==> config.mk <==
export PLATFORM = sky130hd
export DESIGN_NAME = sq_alloc_ctrl
export DESIGN_NICKNAME = d
export VERILOG_FILES = /design/src/rtl/sq_alloc_ctrl.sv
export SDC_FILE = /design/constraint.sdc
export NUM_CORES = 1
export LEC_CHECK = 0
export ABC_AREA = 0
export BUFFER_PORTS_ARGS = -buffer_cell sky130_fd_sc_hd__buf_2
export CORE_UTILIZATION = 55
export DETAILED_ROUTE_END_ITERATION = 8
export GPL_TIMING_DRIVEN = 0
export PLACE_DENSITY = 0.82
export SLEW_MARGIN = 10
export SYNTH_ARGS = -nofsm -noshare
export SYNTH_HDL_FRONTEND = slang
export SYNTH_SLANG_ARGS = --single-unit
export TNS_END_PERCENT = 30
==> constraint.sdc <==
create_clock -name clk -period 8.67 [get_ports clk]
set_input_delay 1.734 -clock clk [delete_from_list [all_inputs] [get_ports clk]]
set_output_delay 1.734 -clock clk [all_outputs]
set_load 0.02 [all_outputs]
==> src/rtl/sq_alloc_ctrl.sv <==
// Store-queue allocate/commit/flush driver: packs dispatched stores, shadows SQ head/tail,
// checkpoints tail per branch, and turns ROB retire counts into single-cycle commit pulses.
module sq_alloc_ctrl #(
  parameter  int SQ_DEPTH = 16,
  parameter  int NUM_BR   = 4,
  parameter  int IDX_W    = 7,
  parameter  int NUM_SLOT = 4,
  localparam int PW       = $clog2(SQ_DEPTH),
  localparam int BW       = $clog2(NUM_BR)
) (
  input  logic                               clk,
  input  logic                               rst,
  input  logic [NUM_SLOT-1:0]                disp_vld,
  input  logic [NUM_SLOT-1:0]                disp_str,
  input  logic [NUM_SLOT-1:0]                disp_br,
  input  logic [NUM_SLOT-1:0][BW-1:0]        disp_br_tag,
  input  logic [NUM_SLOT-1:0][IDX_W-1:0]     disp_rob_idx,
  input  logic                               br_rslv,
  input  logic                               br_mis,
  input  logic [BW-1:0]                      br_tag,
  input  logic [2:0]                         rtr_str_cnt,
  output logic [NUM_SLOT-1:0][IDX_W:0]       indx_str_al,
  output logic                               stll,
  output logic                               flsh,
  output logic [PW-1:0]                      mis_pred_str_ptr,
  output logic                               cmmt_str
);
  localparam int CW = $clog2(NUM_SLOT + 1);
  localparam int SW = $clog2(NUM_SLOT);

  logic [PW:0]                 head, tail, occ;
  logic [PW:0]                 pend;
  logic [PW:0]                 ckpt [NUM_BR];
  logic [NUM_BR-1:0]           ck_vld;
  logic [NUM_SLOT-1:0]         is_st, is_br;
  logic [CW-1:0]               pre [NUM_SLOT+1];
  logic [PW+1:0]               need;
  logic                        stll_int;
  logic [NUM_SLOT-1:0][IDX_W:0] pack;

  assign is_st = disp_vld & disp_str;
  assign is_br = disp_vld & disp_br;

  // pre[k] = number of older stores in the group, i.e. the store's offset from tail
  assign pre[0] = '0;
  for (genvar g = 0; g < NUM_SLOT; g++) begin : g_pre
    assign pre[g+1] = pre[g] + CW'(is_st[g]);
  end

  assign occ      = tail - head;
  assign need     = {1'b0, occ} + (PW+2)'(pre[NUM_SLOT]);
  assign stll_int = (need > (PW+2)'(SQ_DEPTH)) | br_mis;
  assign stll     = rst & stll_int;

  always_comb begin
    pack = '0;
    for (int k = 0; k < NUM_SLOT; k++)
      if (is_st[k]) pack[pre[k][SW-1:0]] = {1'b1, disp_rob_idx[k]};
  end

  always_ff @(posedge clk) begin
    if (!rst) begin
      head             <= '0;
      tail             <= '0;
      pend             <= '0;
      ck_vld           <= '0;
      indx_str_al      <= '0;
      flsh             <= 1'b0;
      mis_pred_str_ptr <= '0;
      cmmt_str         <= 1'b0;
      for (int b = 0; b < NUM_BR; b++) ckpt[b] <= '0;
    end else begin
      // retired stores predate any mispredict, so commit runs regardless of flush
      if (pend != '0) begin
        cmmt_str <= 1'b1;
        head     <= head + (PW+1)'(1);
        pend     <= pend + (PW+1)'(rtr_str_cnt) - (PW+1)'(1);
      end else begin
        cmmt_str <= 1'b0;
        pend     <= pend + (PW+1)'(rtr_str_cnt);
      end

      flsh             <= 1'b0;
      mis_pred_str_ptr <= '0;
      indx_str_al      <= '0;
      if (br_mis) begin
        if (ck_vld[br_tag]) begin
          flsh             <= 1'b1;
          mis_pred_str_ptr <= ckpt[br_tag][PW-1:0];
          tail             <= ckpt[br_tag];
          ck_vld           <= '0;
        end
      end else begin
        if (br_rslv) ck_vld[br_tag] <= 1'b0;
        if (!stll_int) begin
          tail        <= tail + (PW+1)'(pre[NUM_SLOT]);
          indx_str_al <= pack;
          for (int k = 0; k < NUM_SLOT; k++)
            if (is_br[k]) begin
              ckpt[disp_br_tag[k]]   <= tail + (PW+1)'(pre[k]);
              ck_vld[disp_br_tag[k]] <= 1'b1;
            end
        end
      end
    end
  end
endmodule

* Yosys cells after proc, flatten, opt, wreduce, memory -nomap -nowiden
Memories as Yosys holds them, arrays and structs flattened.
Index checks and enable logic that the tools add are counted.
** Word-level totals
- Bits of input ports :: 57
- Memories :: 1
- Output and inout bits :: 39
- Logic and storage cells :: 154
- RAM bits :: 20
- Register bits :: 57
** Memories
- ckpt :: words 4, bits a word 5, read ports 1, clocked after memory_dff 0, wr ports 4, RTL line 33 : logic [PW:0] ckpt [NUM_BR];
** Operators by class
- Multiplexer cells :: 83
- $add $sub $neg :: 12
- Order comparisons :: 17
- Equal/unequal tests :: 2
- Reductions and logical operators :: 17
- Bitwise operators :: 11
** Operator list (count)
- $bwmux 32 :: 3
- $mux 32 :: 3
- $mux 4 :: 19
- $mux 5 :: 8
- $mux 1 :: 33
- $demux 8 s2 :: 2
- $mux 8 :: 4
- $lt 2x3->1 const B :: 7
- $reduce_or 5->1 :: 4
- $or 4x4->4 :: 4
- $add 5x3->5 :: 3
- $ge 2x1->1 const B :: 7
- $and 4x4->4 :: 3
- $demux 1 s2 :: 5
- $demux 8 s1 :: 1
- $logic_and 1x1->1 :: 8
- $mux 2 :: 4
- $add 5x3->6 :: 1
- $gt 6x5->1 const B :: 1
- $add 5x1->5 :: 1
- $add 5x1->5 const B :: 1
- $add 5x2->5 :: 1
- $reduce_bool 5->1 :: 1
- $sub 5x1->5 const B :: 1
- other kinds (16) :: 17

* Depth between registers and ports, before layout
- Depth in word-level cells :: 28
- Depth in mapped cells :: 17
- Depth with buffers taken out :: 15

* Worst setup path before layout
No wires, ideal clock.
- Path kind :: input-to-output
- From :: in disp_vld[0]
- To :: out stll
- Path buffers :: 2
- Stages on the path :: 16
- Arrival time :: 5.247 ns
- Required time :: 6.936 ns
- Slack :: 1.689 ns
- Path through :: and2_1 -> buf_4 -> inv_2 -> ha_1 -> ha_1 -> xnor2_1 -> inv_1 -> ha_1 -> xor2_1 -> ha_1 -> a21o_1 -> or4b_4 -> o211ai_1 -> o2bb2ai_2 -> buf_6 -> nor3b_1
** Between the ends
- Longest elaborated chain between the ends :: 8
** RTL lines
- start, declared :: RTL line 13 : input logic [NUM_SLOT-1:0] disp_vld,
- $and 4x4->4 :: RTL line 41 : assign is_st = disp_vld & disp_str;
- $add 1x1->2 :: RTL line 47 : assign pre[g+1] = pre[g] + CW'(is_st[g]);
- $add 2x1->3 :: RTL line 47
- $add 3x1->3 :: RTL line 47
- $add 5x3->6 :: RTL line 51 : assign need = {1'b0, occ} + (PW+2)'(pre[NUM_SLOT]);
- $gt 6x5->1 :: RTL line 52 : assign stll_int = (need > (PW+2)'(SQ_DEPTH)) | br_mis;
- $or 1x1->1 :: RTL line 52
- $and 1x1->1 :: RTL line 53 : assign stll = rst & stll_int;
- end, declared :: RTL line 23 : output logic stll,
Every way passes these cells.

* Final worst setup path
Ends and elaborated chain as after synthesis.

==> metrics.yaml <==
critical_path:
  r2r-start: "tail[0]"
  critPathLaunch: "disp_vld[0]"
  critPathMaxFanout: 10
  rrSetupSlack_ns: 4.90
  end_kind: "output port"
  cp.arrival_ns: 5.73
  r2r-end: "ckpt[2][1]"
  required_ns: 6.94
  r2r_cells: 13
  crit_type: "input pin to output port"
  crit_path_start_kind: "input pin"
sta:
  post-route-min-period_ns: 7.46
  drv_slew: 0
  holdWs_ns: 0.521
  finalCritPeriodShare_pct: 86.0
  setup_viol: 0
  setup_tns_ns: 0
  hold_viol_final: 0
  rsz0062_at_grt: "false"
  skew_ns: 0.00908
  relSlewSlack_pct: 27.8
  tightest_slew_ns: 1.07
  max_freq_ghz: 0.134
cells_and_area:
  antenna_cells: 0
  multi_input_area_um2: 3100
  seqCellArea_um2: 1740
  finalNetCount: 771
  fin_util_pct: 66.4
  post_route_cells_drive_above_1_share_pct: 20.1
  fin_area_um2: 5850
  nFillCells: 733
  area_growth_syn_to_layout_pct: 16.0
synthesis:
  yosysUniqueCellTypes: 59
  yosys_warnings: 0
  syn_avg_cell_area_um2: 8.70
  synth-edff-count: 20
  postSynthCellCount: 579
  yosys-top-cells-area: "dfxtp_1 23%, edfxtp_1 12%, ha_1 6.7%"
  syn_nets: 669
  synth_area_um2: 5040
  yosysMostFrequentCell: "nand2_1"
  yosys.area.top_type_share_pct: 22.6
  synthFlopType: "dfxtp_1"
  yosys-top-cells-count: "82 x nand2_1, 57 x dfxtp_1, 52 x a21oi_1"
  synth_top_cell_by_area: "dfxtp_1"
  synthArstFlopShare_pct: 0
  seq_area_frac_synth_pct: 34.6
  synth_seq_cells: 77
die:
  core_area_um2: 8810
  pin_count: 96
  die_w_um: 97.7
  die_h_um: 97.7
  start_util_pct: 57.2
  rows: 34
  die_area_um2: 9550
clocking:
  cts_resized: 0
  cts_tree: "built"
  clk_latency_ns: 0.36
  htreeDepth: 3
  hold_buffers: 0
  cts_buffers: 9
  clock-root-buffer: "clkbuf_8"
  cts_num_sinks: 77
  clk_pin_slew_worst_paths_ns: 0.08
  post_cts_buffers: 0
  cts_max_path_buffers: 2
drt:
  drt_iter0_drc: 445
  drt-pass1-iter-count: 7
  vias: 5015
  drc_errors: 10
  detail_route.wl_per_cell_um: 18.6
  viasPerCell: 6.32
  ant_nets: 0
  wl_um: 14800
grt:
  overflow: 0
  grt_max_degree: 16
  grt_pass1_vias: 4684
  antenna_found_initial: 0
  grt_usage_pct: 31.5
  grt_pass1_wl_um: 23500
power_and_ir_drop:
  leakagePower_uw: 0.00253
  irDropWorstVdd_mv: 0.133
  power_density_nw_per_um2: 238
  total_power_uw: 1390
placed_design:
  globalplace.congestion: 0.989
  hpwl_um: 11500
  place_area_um2: 5630
  io_buffers: 91
outcome:
  violations: "DRC"
  status: "complete, but fails checks"
min_path:
  hold_class: "flip-flop to flip-flop"
  min_from: "ck_vld[2]"
  whs_path_depth: 2
  min_to: "ck_vld[2]"
flow_run:
  maxCapViolCount: 0
## report_power, final
part | leakage [µW] | internal, µW | switching, µW
sequential | 0.000672 | 428 | 42.3
clock | 0.000106 | 153 | 145
combinational | 0.00175 | 245 | 381
## cell usage in the layout (no fill, tap or decap), types with 6 or more instances in the layout
cell type   n
a211oi_1    7
a211oi_2    6
a21o_1      9
a21oi_1    52
a221oi_1   10
a22oi_1    20
and2_1     14
and3_1      8
buf_2      98
clkbuf_1   19
clkbuf_8    9
dfxtp_1    57
edfxtp_1   20
fa_1        6
ha_1       27
inv_1      16
mux2i_1    10
mux4_2      6
nand2_1    82
nand3_1    26
nand4_1     8
nor2_1     45
nor2b_1     8
nor3_1     16
o211ai_1   18
o21ai_0    11
xnor2_1    17
xor2_1      8
## through the flow
stage | instances | worst slack (ns)
3_3_place_gp | 778 | 1.30
6_report | 794 | 1.21
5_1_grt | 794 | 0.968
2_1_floorplan | 579 | 1.69
3_5_place_dp | 778 | 1.23
4_1_cts | 794 | 1.23
## worst max path at each step
stage,endpoint,slack [ns],depth (start not counted)
after floorplan,stll,1.69,16
after global placement,stll,1.30,18
after detailed placement,stll,1.23,18
after CTS,stll,1.23,18
after global routing,stll,0.97,18
final,stll,1.21,18
## critical path: stages
cell and delay, ns:
buf_2 0.14, and2_1 0.14, buf_4 0.18, inv_2 0.08, ha_1 0.36, ha_1 0.21
xnor2_1 0.28, inv_1 0.21, ha_1 0.25, xor2_1 0.33, ha_1 0.27, a21o_1 0.16
or4b_4 0.47, a211oi_2 0.24, o2bb2ai_2 0.22, buf_6 0.20, nor3b_1 0.06, buf_2 0.16
## routing by layer
metal	global-route usage (%)	up-vias	wire length, µm
met1	44.4	2353	6650
li1	-	2337	-
met2	49.8	283	6600
met4	10.3	0	308
met5	0	-	0
met3	4.89	42	1220
## cell type report
class / count / share of cell area (%)
Inverter: 17 / 1.09
Sequential cell: 77 / 29.8
Multi-Input combinational cell: 456 / 53.0
Timing Repair Buffer: 91 / 7.79
Clock inverter: 5 / 1.09
Clock buffer: 11 / 2.61
Tap cell: 108 / 2.31
Buffer: 29 / 2.33
## kinds of logic after synthesis
family / count (synthesis) / share of synthesized area [%]
flip-flops: 77 / 34.6
AND/OR/NAND/NOR: 224 / 21.3
buffers and inverters: 46 / 3.97
multiplexers: 16 / 4.67
XOR/XNOR: 25 / 4.34
AO/OA/AOI/OAI: 157 / 21.8
adder cells (fa/ha/maj): 34 / 9.29
## sequential cells by signal (all words and copies together), names as in the netlist
name and flops:
head 5, mis_pred_str_ptr 4, flsh 1, cmmt_str 1
pend 5, ckpt 20, ck_vld 4, indx_str_al 32
tail 5
No activity file was read; power rests on OpenSTA's default activity.
